[config.mk]
export PLATFORM = sky130hd
export DESIGN_NAME = apb_cfg_master
export DESIGN_NICKNAME = d
export VERILOG_FILES = /design/src/rtl/vga_apb_pkg.sv /design/src/rtl/apb_watchdog.sv /design/src/rtl/apb_cfg_master.sv
export SDC_FILE = /design/constraint.sdc
export NUM_CORES = 1
export LEC_CHECK = 0
export ABC_AREA = 1
export ABC_CLOCK_PERIOD_IN_PS = 3600
export BUFFER_PORTS_ARGS = -buffer_cell sky130_fd_sc_hd__buf_4
export CORE_MARGIN = 2
export CORE_UTILIZATION = 50
export DETAILED_ROUTE_END_ITERATION = 10
export GPL_TIMING_DRIVEN = 0
export PLACE_DENSITY = 0.86
export SKIP_CTS_REPAIR_TIMING = 1
export SYNTH_ARGS = -nofsm -noshare
export SYNTH_HDL_FRONTEND = slang
export SYNTH_HIERARCHICAL = 1
export SYNTH_SLANG_ARGS = --single-unit
[constraint.sdc]
create_clock -name clk -period 3.6 [get_ports clk]
set_input_delay 0.36 -clock clk [delete_from_list [all_inputs] [get_ports clk]]
set_output_delay 0.36 -clock clk [all_outputs]
set_load 0.02 [all_outputs]
[src/rtl/vga_apb_pkg.sv]
// Shared definitions for the VGA configuration APB requester.
// Holds the FSM encoding, config register map and default timeout.
package vga_apb_pkg;

    typedef enum logic [1:0] {
        IDLE   = 2'd0,
        SETUP  = 2'd1,
        ACCESS = 2'd2
    } apb_state_t;

    localparam logic [1:0] REG_BASE     = 2'd0;
    localparam logic [1:0] REG_OFFSET   = 2'd1;
    localparam logic [1:0] REG_SELFTEST = 2'd2;
    localparam logic [1:0] REG_RESSEL   = 2'd3;

    localparam int TIMEOUT_DEFAULT = 16;

endpackage

[src/rtl/apb_watchdog.sv]
// Saturating ACCESS-phase wait counter with an expiry flag.
// Ports: clk, resetn (sync, active-low), clear, enable -> expired.
module apb_watchdog
    import vga_apb_pkg::*;
#(
    parameter int TIMEOUT_CYCLES = TIMEOUT_DEFAULT
) (
    input  logic clk,
    input  logic resetn,
    input  logic clear,
    input  logic enable,
    output logic expired
);

    localparam int CW = (TIMEOUT_CYCLES > 0) ? $clog2(TIMEOUT_CYCLES + 1) : 1;

    generate
        if (TIMEOUT_CYCLES == 0) begin : g_off
            assign expired = 1'b0;
        end else begin : g_on
            localparam logic [CW-1:0] LAST = CW'(TIMEOUT_CYCLES - 1);
            localparam logic [CW-1:0] TOP  = CW'(TIMEOUT_CYCLES);

            logic [CW-1:0] count;

            always_ff @(posedge clk) begin
                if (!resetn) begin
                    count <= '0;
                end else if (clear) begin
                    count <= '0;
                end else if (enable && count != TOP) begin
                    // Hold at the top value instead of wrapping.
                    count <= count + 1'b1;
                end
            end

            assign expired = (count == LAST);
        end
    endgenerate

endmodule

[src/rtl/apb_cfg_master.sv]
// APB requester turning one valid/ready command into one APB transfer.
// Ports: cmd_* in, rsp_* out, APB p* bus; clk, resetn (sync, active-low).
module apb_cfg_master
    import vga_apb_pkg::*;
#(
    parameter int DATA_WIDTH     = 32,
    parameter int ADDR_WIDTH     = 32,
    parameter int TIMEOUT_CYCLES = TIMEOUT_DEFAULT
) (
    input  logic                  clk,
    input  logic                  resetn,
    input  logic                  cmd_valid_i,
    output logic                  cmd_ready_o,
    input  logic                  cmd_write_i,
    input  logic [ADDR_WIDTH-1:0] cmd_addr_i,
    input  logic [DATA_WIDTH-1:0] cmd_wdata_i,
    output logic                  rsp_valid_o,
    input  logic                  rsp_ready_i,
    output logic [DATA_WIDTH-1:0] rsp_rdata_o,
    output logic                  rsp_err_o,
    output logic                  rsp_timeout_o,
    output logic [ADDR_WIDTH-1:0] paddr_o,
    output logic [DATA_WIDTH-1:0] pwdata_o,
    output logic                  psel_o,
    output logic                  penable_o,
    output logic                  pwrite_o,
    input  logic                  pready_i,
    input  logic [DATA_WIDTH-1:0] prdata_i,
    input  logic                  pslverr_i
);

    apb_state_t state;
    apb_state_t state_next;

    logic accept;
    logic done;
    logic abort;
    logic wd_clear;
    logic wd_en;
    logic expired;

    assign cmd_ready_o = resetn && (state == IDLE) && !rsp_valid_o;

    apb_watchdog #(
        .TIMEOUT_CYCLES(TIMEOUT_CYCLES)
    ) u_watchdog (
        .clk    (clk),
        .resetn (resetn),
        .clear  (wd_clear),
        .enable (wd_en),
        .expired(expired)
    );

    always_ff @(posedge clk) begin
        if (!resetn) begin
            state <= IDLE;
        end else begin
            state <= state_next;
        end
    end

    always_comb begin
        state_next = state;
        accept     = 1'b0;
        done       = 1'b0;
        abort      = 1'b0;
        wd_clear   = 1'b0;
        wd_en      = 1'b0;
        unique case (state)
            IDLE: begin
                if (cmd_valid_i && cmd_ready_o) begin
                    accept     = 1'b1;
                    state_next = SETUP;
                end
            end
            SETUP: begin
                wd_clear   = 1'b1;
                state_next = ACCESS;
            end
            ACCESS: begin
                // pready has priority over an expiry in the same cycle.
                if (pready_i) begin
                    done       = 1'b1;
                    state_next = IDLE;
                end else begin
                    wd_en = 1'b1;
                    if (expired) begin
                        abort      = 1'b1;
                        state_next = IDLE;
                    end
                end
            end
            default: begin
                state_next = IDLE;
            end
        endcase
    end

    always_ff @(posedge clk) begin
        if (!resetn) begin
            paddr_o       <= '0;
            pwdata_o      <= '0;
            pwrite_o      <= 1'b0;
            psel_o        <= 1'b0;
            penable_o     <= 1'b0;
            rsp_valid_o   <= 1'b0;
            rsp_rdata_o   <= '0;
            rsp_err_o     <= 1'b0;
            rsp_timeout_o <= 1'b0;
        end else begin
            if (accept) begin
                paddr_o   <= cmd_addr_i;
                pwdata_o  <= cmd_wdata_i;
                pwrite_o  <= cmd_write_i;
                psel_o    <= 1'b1;
                penable_o <= 1'b0;
            end

            if (state == SETUP) begin
                penable_o <= 1'b1;
            end

            if (done) begin
                rsp_rdata_o   <= pwrite_o ? '0 : prdata_i;
                rsp_err_o     <= pslverr_i;
                rsp_timeout_o <= 1'b0;
                rsp_valid_o   <= 1'b1;
                psel_o        <= 1'b0;
                penable_o     <= 1'b0;
            end else if (abort) begin
                rsp_rdata_o   <= '0;
                rsp_err_o     <= 1'b1;
                rsp_timeout_o <= 1'b1;
                rsp_valid_o   <= 1'b1;
                psel_o        <= 1'b0;
                penable_o     <= 1'b0;
            end

            if (rsp_valid_o && rsp_ready_i) begin
                rsp_valid_o <= 1'b0;
            end
        end
    end

endmodule
# After elaboration in Yosys (flattened, before gate mapping)
# Cells that the tools add are included.
# word_totals
ff_bits	109
out_inout_bits	103
input_bits	103
# classes
add_sub_neg	1
mux	22
n_reduce_logical	14
bitwise	1
eq_ne	6
# op_table
operator	count
$mux 32	3
$mux 1	15
$mux 2	3
$pmux 2 s3	1
$reduce_or 2->1	3
$add 5x1->5 const B	1
$eq 5x4->1 const B	1
$logic_and 1x1->1	5
$ne 5x5->1 const B	1
$reduce_bool 2->1	2
$ne 3x3->1 const B	1
$reduce_or 3->1	1
$eq 2x1->1 const B	1
$eq 2x2->1 const B	1
$logic_not 2->1	1
$ne 2x1->1 const B	1
$reduce_and 2->1	1
$logic_not 1->1	1
$not 1->1	1

# Depth between registers and ports, before layout
# depth
depth_word	8
ltp_mapped	9
mapped_depth_nobuf	8

# Hierarchy
# The synthesis kept the hierarchy.
# modules_own_cells
mod	cells_each	n_inst	seq_area_each_um2	area_each_um2
apb_cfg_master	591	1	2082.0	3975.1
apb_watchdog	44	1	100.1	299.0

# Least setup slack after synthesis
# OpenSTA, ideal clock, no wires.
# synth_path
path_kind	reg-to-reg
start	register u_watchdog.g_on.count[0]
end	register rsp_rdata_o[0]
required_time_ns	3.487
path_stages_with_launch	10
t_arrival_ns	1.491
slack_ns	1.996
n_path_buf	1
cell_sequence	dfxtp_1 ha_1 and3_1 ha_1 inv_1 a21oi_1 nor2_2 buf_2 nand2_1 nand2_1
# synth_via
elab_chain_len	5
# synth_lines
item	line_no	rtl
start: declaration	apb_watchdog.sv:24	logic [CW-1:0] count;
start signal: assignment	apb_watchdog.sv:33	count <= count + 1'b1;
$eq 5x4->1	apb_watchdog.sv:37	assign expired = (count == LAST);
net expired	apb_cfg_master.sv:40	logic expired;
$mux 1	apb_cfg_master.sv:87	if (expired) begin
$mux 1	apb_cfg_master.sv:82	if (pready_i) begin
$mux 1	apb_cfg_master.sv:69	unique case (state)
$reduce_bool 2->1 (no source line)	--	
end signal: assignment	apb_cfg_master.sv:124	rsp_rdata_o <= pwrite_o ? '0 : prdata_i;
end: declaration	apb_cfg_master.sv:19	output logic [DATA_WIDTH-1:0] rsp_rdata_o,
# The timed path passes the listed nets, and every way through them passes these cells.
# A chain may end at the register's enable or synchronous reset.

# Worst setup path in the final report
# layout_path
start	register u_watchdog.g_on.count[0]
end	register rsp_rdata_o[8]
# Same word-level chain as after synthesis.

==> flow_summary_export.csv <==
group,metric,value,unit
layout,fill_cells,674,
cts,tritoncts,"done",
critical_path,timing.critical_path.from_type,"flip-flop",
critical_path,critical_path.cell_chain,"ha_1 -> and3_1 -> ha_1 -> inv_1 -> a21oi_1 -> nor2_2 -> buf_2 -> nand2_1 -> nand2_1",
critical_path,critPathMaxFanout,10,
timing,final.min_clock_period,1910,ps
timing,grt_setup_unrepaired,"false",
timing,max-slew-margin-rel,0.6414,
cts,numClockSinks,109,
timing,final.setup.tns,0,ps
logic_synthesis,synthTopCellsByArea,"dfxtp_1 (51%), nand2_1 (22%), nor2_1 (13%)",
floorplanning,floorplan_die_area,0.009304,mm²
placed_design,numPortBuffers,205,
timing,setup-violations-final,0,
route,route.met3.wl,1189,µm
timing,max_clk_rate,0.5236,GHz
layout,syn2layout_area_growth,43.12,%
cts,clockRootBuffer,"clkbuf_8",
timing,tightest_slew,538.0,ps
critical_path,setup.worst_path.end_class,"flip-flop",
logic_synthesis,synthesis.instances,635,
timing,finalMaxSlewViolations,0,
cts,h-tree-depth,3,
logic_synthesis,synthDominantCellAreaShare,0.5105,
job,drv_cap,0,
route,drt_drc_violations_left,0,
placed_design,place_congestion,0.8457,
logic_synthesis,syn_nets,741,
layout,multi_input_comb_area,0.001629,mm²
route,wl_met2,5388,µm
logic_synthesis,synth_async_sr_flop_share,0,
critical_path,setup.worst_path.start,"u_watchdog/g_on.count[0]$_SDFFE_PP0P_",
logic_synthesis,yosys_register_bits,109,
floorplanning,initial_utilization,0.5176,
status,outcome,"finished, final reports clean",
route,count_of_nets_left_with_antenna_violations_after_detail_routing,0,
route,via_count,4280,
critical_path,worst-r2r-setup-slack,1690,ps
critical_path,worst_reg2reg_path_endpoint,"rsp_rdata_o[8]$_SDFFE_PN0P_",
placed_design,dp_hpwl,8752,µm
logic_synthesis,total_number_of_yosys_warnings,6,
layout,diodes,0,
critical_path,critical_path_data_required_time,3900,ps
timing,hold-worst-slack,188.6,ps
critical_path,critical_path_arrival,2210,ps
cts,cts_buffers,9,
floorplanning,fp-row-count,33,
logic_synthesis,synth_seq_area_share,0.5105,
critical_path,path_buf_inv,2,
critical_path,worstSetupPathType,"flip-flop to flip-flop",
route,detail_route.wl_per_cell,11.69,µm
logic_synthesis,synthMostInstantiatedCell,"nand2_1",
logic_synthesis,synth.cells.most_frequent,"nand2_1 (247), nor2_1 (143), dfxtp_1 (109)",
route,drtIter0Drc,120,
cts,clkTransAtPathRegs,110,ps
critical_path,timing.critical_path.slowest_stage_cell,"dfxtp_1",
route,vias_per_cell,4.454,
cts,max-clock-path-buffers,2,
power_and_ir_drop,design_power_total,2460,µW
floorplanning,boundaryPins,206,
critical_path,timing.rr.start,"u_watchdog/g_on.count[0]$_SDFFE_PP0P_",
global_route,overflow,0,
logic_synthesis,synth.largest_area_cell,"dfxtp_1",
critical_path,cp-endpoint,"rsp_rdata_o[8]$_SDFFE_PN0P_",
placed_design,placed_cells,945,
critical_path,crit_cells,9,
route,firstDrtPassIters,4,
min_path,timing.hold.worst.start,"prdata_i[18]",
layout,finish.net_count,957,
global_route,grtUsageTotal,0.2365,
logic_synthesis,synth.avg_cell_area,6.731,µm²
critical_path,worst_path_dominant_cell_family,"simple AND/OR/NAND/NOR gates",
floorplanning,chipWidth,96.46,µm
route,route.final.wire_length,11230,µm
power_and_ir_drop,leakage,0.003492,µW
min_path,worstHoldPathType,"input pin to flip-flop",
route,highest_layer,"met4",
timing,worst_clock_skew,13.36,ps
timing,final.period_utilization,0.5305,
layout,post_layout_nonfiller_instances,961,
layout,seq_area,0.002182,mm²
logic_synthesis,synthesized_area,0.004274,mm²
layout,drive_above_1_share,0.2909,
floorplanning,chipHeight,96.46,µm
timing,hold_viol,0,
global_route,grt_pass1_wl,17150,µm
critical_path,slowest_delay,360,ps
global_route,vias_in_the_first_global_route,4030,
logic_synthesis,ys_types,20,
route,route.layer.met1.wl,4487,µm
power_and_ir_drop,vdd_drop_max,0.2663,mV
cts,worstSkewPairLatency,360,ps
global_route,largest_net_degree_at_the_start_of_global_routing,19,
logic_synthesis,synth-edff-count,0,
critical_path,ff2ff_path_depth,9,
power_and_ir_drop,power.density_cell_area,402.2,mW/mm²
floorplanning,coreArea,0.008258,mm²
global_route,antenna_found_initial,0,
logic_synthesis,postSynth.topFlopCell,"dfxtp_1",
-- kinds of logic (layout without fill, tap and decap cells) --
logic type	after synthesis	count (layout)	synth area share
compound gates	12	12	0.01522
fa+ha+maj	3	3	0.008783
buf+inv	111	332	0.1083
flops	109	109	0.5105
simple gates	400	400	0.3571
-- per-layer routing --
layer  global-route usage  up-vias
met3              0.07292       15
met5                    0        -
met1               0.2623     1838
met4              0.08333        0
met2               0.4265      164
li1                     -     2263
-- power breakdown --
part           internal, µW  total (µW)  switching [µW]
combinational           222         490             269
sequential             1270        1310            37.9
clock                   255         658             404
total                  1750        2460             710
-- through the flow --
step | setup WS (ps) | instance area [µm²] | util
finish | 1690 | 6117 | 0.7408
global route | 1514 | 6117 | 0.7408
CTS | 1678 | 6117 | 0.7408
detailed placement | 1718 | 5944 | 0.7198
global placement | 1778 | 5944 | 0.7198
floorplan | 1996 | 4274 | -
-- worst register-to-register path: cells and delay by family, from the launching register on --
| kind | cells | cell delay (ps) |
|---|---|---|
| simple gates | 4 | 570 |
| fa+ha+maj | 2 | 460 |
| buf+inv | 2 | 360 |
| flops | 1 | 360 |
| compound gates | 1 | 100 |
-- cells in the final DEF, fill, tap and decap left out, types with 2 or more instances in the layout --
| cell | n |
|---|---|
| a21oi_1 | 8 |
| buf_2 | 19 |
| buf_4 | 207 |
| buf_6 | 2 |
| clkbuf_1 | 6 |
| clkbuf_8 | 9 |
| clkinv_2 | 3 |
| dfxtp_1 | 109 |
| ha_1 | 3 |
| inv_1 | 81 |
| inv_6 | 2 |
| nand2_1 | 247 |
| nand3_1 | 3 |
| nor2_1 | 143 |
| nor2_2 | 2 |
| o21a_1 | 2 |
| o21ai_0 | 2 |
-- worst min-delay path by stage --
stage,end,depth (start not counted)
after floorplan,u_watchdog/g_on.count[2]$_SDFFE_PP0P_,2
after CTS,rsp_rdata_o[19]$_SDFFE_PN0P_,3
after global routing,rsp_rdata_o[17]$_SDFFE_PN0P_,3
after detailed placement,rsp_rdata_o[12]$_SDFFE_PN0P_,2
after global placement,rsp_rdata_o[17]$_SDFFE_PN0P_,2
final,rsp_rdata_o[18]$_SDFFE_PN0P_,3
-- registers in the layout (all words and copies together) (netlist names) --
name	count
paddr_o	32
penable_o	1
psel_o	1
pwdata_o	32
pwrite_o	1
rsp_err_o	1
rsp_rdata_o	32
rsp_timeout_o	1
rsp_valid_o	1
state	2
u_watchdog/g_on.count	5
-- layout make-up --
type	count	area share
Sequential cell	109	0.3567
Multi-Input combinational cell	415	0.2663
Timing Repair Buffer	205	0.2516
Inverter	82	0.05032
Buffer	29	0.02536
Tap cell	105	0.02148
Clock buffer	9	0.02025
Clock inverter	7	0.007977
No activity file was read; power rests on OpenSTA's default activity.
